[src/rtl/mem_stage_ctrl.sv]
// rtl/mem_stage_ctrl.sv - memory-stage access controller between EX/MEM and the data cache
// Optional watchdog: define MEM_TIMEOUT_EN to bound the WAIT state to TIMEOUT_CYCLES cycles.
module mem_stage_ctrl #(
    parameter int TIMEOUT_CYCLES = 31
) (
    input  logic        clk,
    input  logic        rst,
    input  logic [15:0] addr_EXMEM,
    input  logic [15:0] wdata_EXMEM,
    input  logic        MemRead_EXMEM,
    input  logic        MemWrite_EXMEM,
    input  logic        advance,
    output logic [15:0] mem_Addr,
    output logic [15:0] mem_DataIn,
    output logic        mem_Rd,
    output logic        mem_Wr,
    input  logic [15:0] mem_DataOut,
    input  logic        mem_Done,
    input  logic        mem_Stall,
    input  logic        mem_err,
    output logic [15:0] mem_read_data,
    output logic        data_mem_stall,
    output logic        data_mem_done,
    output logic        data_mem_err
);

    typedef enum logic {
        S_IDLE = 1'b0,
        S_WAIT = 1'b1
    } state_t;

    state_t      state_q, state_d;
    logic        served_q, served_d;
    logic [15:0] hold_q, hold_d;
    logic        err_q, err_d;

    logic        access;
    logic        misaligned;
    logic        aligned;
    logic        req;
    logic        done_ok;
    logic        timeout;

    assign access     = MemRead_EXMEM | MemWrite_EXMEM;
    assign misaligned = access & addr_EXMEM[0];
    assign aligned    = access & ~addr_EXMEM[0];

    // A request goes out only once per instruction, and only when the cache can take it.
    assign req = (state_q == S_IDLE) & aligned & ~served_q & ~mem_Stall;

    // A completion counts only when it belongs to our own outstanding or just-issued access;
    // a stray done (e.g. after a reset mid-WAIT) is ignored.
    assign done_ok = mem_Done & ((state_q == S_WAIT) | req);

`ifdef MEM_TIMEOUT_EN
    logic [4:0] cnt_q, cnt_d;

    assign timeout = (state_q == S_WAIT) & ~mem_Done & (cnt_q == 5'(TIMEOUT_CYCLES - 1));

    // Watchdog counter: runs only while waiting, restarts whenever WAIT is left.
    always_comb begin
        cnt_d = 5'd0;
        if ((state_q == S_WAIT) && (state_d == S_WAIT)) begin
            cnt_d = 5'(cnt_q + 5'd1);
        end
    end

    // Watchdog counter register.
    always_ff @(posedge clk) begin
        if (rst) begin
            cnt_q <= 5'd0;
        end else begin
            cnt_q <= cnt_d;
        end
    end
`else
    logic unused_timeout_cfg;

    assign timeout            = 1'b0;
    assign unused_timeout_cfg = ^32'(TIMEOUT_CYCLES);
`endif

    // Next-state logic: request strobes, completion capture and per-instruction bookkeeping.
    always_comb begin
        state_d  = state_q;
        served_d = served_q;
        hold_d   = hold_q;
        err_d    = err_q;
        mem_Rd   = 1'b0;
        mem_Wr   = 1'b0;

        case (state_q)
            S_IDLE: begin
                if (req) begin
                    // Read and write together is a read-modify cycle issued as a write.
                    mem_Wr = MemWrite_EXMEM;
                    mem_Rd = MemRead_EXMEM & ~MemWrite_EXMEM;
                    if (!mem_Done) begin
                        state_d = S_WAIT;
                    end
                end
            end
            S_WAIT: begin
                if (mem_Done || timeout) begin
                    state_d = S_IDLE;
                end
            end
            default: state_d = S_IDLE;
        endcase

        if (done_ok) begin
            served_d = 1'b1;
            hold_d   = mem_DataOut;
            err_d    = err_q | mem_err;
        end else if (timeout) begin
            served_d = 1'b1;
            err_d    = 1'b1;
        end

        // The instruction leaves MEM: everything captured for it is dropped, even a
        // completion arriving in this same cycle.
        if (advance) begin
            served_d = 1'b0;
            hold_d   = 16'h0000;
            err_d    = 1'b0;
        end
    end

    // State register with synchronous reset.
    always_ff @(posedge clk) begin
        if (rst) begin
            state_q  <= S_IDLE;
            served_q <= 1'b0;
            hold_q   <= 16'h0000;
            err_q    <= 1'b0;
        end else begin
            state_q  <= state_d;
            served_q <= served_d;
            hold_q   <= hold_d;
            err_q    <= err_d;
        end
    end

    assign mem_Addr       = addr_EXMEM;
    assign mem_DataIn     = wdata_EXMEM;
    assign mem_read_data  = done_ok ? mem_DataOut : hold_q;
    assign data_mem_stall = aligned & ~served_q & ~done_ok;
    assign data_mem_done  = done_ok | served_q;
    assign data_mem_err   = (done_ok & mem_err) | err_q | misaligned;

endmodule

[config.mk]
export PLATFORM = sky130hd
export DESIGN_NAME = mem_stage_ctrl
export DESIGN_NICKNAME = d
export VERILOG_FILES = /design/src/rtl/mem_stage_ctrl.sv
export SDC_FILE = /design/constraint.sdc
export NUM_CORES = 1
export LEC_CHECK = 0
export BUFFER_PORTS_ARGS = -buffer_cell sky130_fd_sc_hd__buf_2
export CAP_MARGIN = 20
export CORE_MARGIN = 2
export CORE_UTILIZATION = 25
export DETAILED_ROUTE_END_ITERATION = 6
export SETUP_SLACK_MARGIN = 0.1
export SKIP_CTS_REPAIR_TIMING = 1
export SLEW_MARGIN = 10
export SYNTH_ARGS = -nofsm -noshare
export SYNTH_HDL_FRONTEND = slang
export SYNTH_SLANG_ARGS = --single-unit
[constraint.sdc]
create_clock -name clk -period 1.9 [get_ports clk]
set_input_delay 0.19 -clock clk [delete_from_list [all_inputs] [get_ports clk]]
set_output_delay 0.19 -clock clk [all_outputs]
set_load 0.01 [all_outputs]
==> flow_summary.ini <==
[floorplanning]
start_util_pct = 26.22
core_um2 = 4786
num_rows = 25
die_x_um = 74.85
ios = 109
die_h_um = 74.85
dieArea_um2 = 5603

[setup_path]
rrSetupSlack_ns = 0.26
crit_type = reg2out
slowest_delay_ns = 0.37
crit_path_start = served_q
cp.depth = 5
required_ns = 1.71
start_kind = flip-flop
cp_cell_sequence = or3_4, o21ai_4, clkbuf_16, mux2_4, buf_6
reg2reg_to = hold_q[4]
r2r-start = served_q
cp_top_family = simple AND/OR/NAND/NOR gates
worstSetupEndpointType = primary output
critical_path_buf_inv_count = 2
endpoint = mem_read_data[10]
rr_worst_depth = 6
crit_slowest_cell = or3_4
cp_max_fo = 5
arrival_ns = 1.86

[synthesis]
synth.avg_cell_area_um2 = 8.900
yosys_warnings = 0
syn_area_um2 = 1255
ys_ff_latch = 19
synthDistinctLibCells = 23
postSynthCellCount = 141
synth_fp_nets = 197
ys_seq_area_share_pct = 30.31

[global_routing]
grt_start_max_net_pins = 35
first_global_vias = 780
grt_pass1_wl_um = 3546
grt_antenna_before_repair = 0
gr-usage-all-layers_pct = 8.356
overflow = 0

[pwr]
power-per-cell-area_nw_per_um2 = 550.8
swShare_pct = 26.78
p_int_mw = 0.6822
combinationalPowerShare_pct = 24.6
peakVddDrop_v = 0.0003121
pwr-share-clk_pct = 31.5
power_switching_mw = 0.2495
p_leak_nw = 0.7330
p_seq_share_pct = 43.9

[routing]
viasPerCell = 4.297
drt_iter0_drc = 22
totalWireLength_um = 2824
wl_per_cell_um = 11.97
drc = 0
ant_nets = 0
dr.pass1.iters = 4
vias = 1014

[clocking]
clock-root-buffer = clkbuf_8
cts_buffer_depth = 2
clk_latency_ns = 0.26
cts_sinks = 19
cts_max_level = 1
cts_buffers = 3
path_clk_slew_ns = 0.07
cts_tree = yes

[cells_and_area]
design_area_um2 = 1692
num_antenna_cells = 0
mostFrequentLayoutCells = nand2_1 (34), buf_2 (31), dfxtp_1 (18)
nFillCells = 509
drive_above_1_share_pct = 52.66
multi_input_area_um2 = 658.1
final_nets = 226
final_core_util_pct = 35.35
final_common_cell = nand2_1
area_growth_pct = 34.80
regArea_um2 = 381.6

[sta]
setup_tns_ns = -2.181
max_freq_ghz = 0.4868
slew_viol_final = 0
whs_ns = 0.1316
fin_ws_ns = -0.1541
slew_headroom_pct = 75.64
worstMarginPinSlew_ns = 0.3616
period_share_pct = 108.1
min_period_ns = 2.054
finalHoldViolCount = 0
rsz0062_at_grt = yes
skew_ns = 0.004800
setup_violations = 18

[placed_design]
port_buffers = 46
dp_hpwl_um = 1724
dpl_cell_area_um2 = 1345
gp_congestion = 0.7905

[min_path]
min_path_type = in2reg

[flow_run]
drv_cap = 0

[run_status]
failed_checks = setup timing
status = complete, but fails checks
==> metal layers <==
| metal | part of all wire (%) | GRT usage [%] | vias to the layer above |
|---|---|---|---|
| met3 | 8.0 | 2.945 | 10 |
| met4 | 0.96 | 3.175 | 0 |
| met1 | 48 | 11.31 | 467 |
| met2 | 43 | 12.18 | 43 |
| met5 | 0 | 0 | - |
| li1 | - | - | 494 |
==> kinds of logic after synthesis <==
kind of cell	count (synthesis)	synth area share, %
buffers and inverters	38	22.43
and+or+nand+nor	45	15.75
DFF	19	30.31
muxes	32	27.12
AOI/OAI and AO/OA	7	4.387
==> final cells by class <==
class,instances,area share (%)
clock buffers,3,2.441
clock inverters,1,0.2959
multi-input cells,84,38.91
flip-flops and latches,19,22.56
well taps,67,4.956
repair buffers,62,30.84
==> flip-flops by register name, summed over array words and instances, names as in the netlist <==
signal	cells
hold_q	16
err_q	1
served_q	1
state_q	1
==> cells in the mapped netlist (all sizes together) <==
cell	number	area share, %
o21ai	2	1.7
nor4	1	0.50
o31ai	1	0.60
clkbuf	3	0.90
nor4b	1	0.70
nor3	2	0.80
or3	1	0.90
a21o	1	0.60
dfxtp	19	30
nand2	34	10
nor2	2	0.60
mux2	16	14
o21a	1	0.60
nor3b	1	0.60
mux2i	16	13
a21oi	1	0.40
a31oi	1	0.50
or2	2	1.0
buf	35	22
and2	1	0.50
==> worst min path at each step <==
stage	start	endpoint	slack, ns	cells after the start
after global routing	rst	state_q	0.12	2
final	rst	state_q	0.13	2
after CTS	rst	state_q	0.12	2
after global placement	addr_EXMEM[15]	mem_Addr[15]	0.38	0
after floorplan	rst	state_q	0.27	1
after detailed placement	addr_EXMEM[15]	mem_Addr[15]	0.38	0
==> through the flow <==
| stage | cells | power [mW] | setup slack [ns] |
|---|---|---|---|
| after floorplan | 141 | 0.5753 | 0.1604 |
| after global placement | 220 | 0.5769 | 0.09416 |
| after detailed placement | 220 | 0.5777 | 0.08276 |
| after CTS | 224 | 0.8783 | -0.2261 |
| after global routing | 236 | 0.9866 | -0.2348 |
| final | 236 | 0.9317 | -0.1541 |
==> power groups by stage <==
stage	registers, mW	logic (mW)	clock network (mW)
after floorplan	0.417	0.158	0
after global placement	0.418	0.159	0
after detailed placement	0.418	0.160	0
after CTS	0.408	0.161	0.309
after global routing	0.410	0.247	0.329
final	0.409	0.229	0.294
Power figures use the tool's default switching activity.
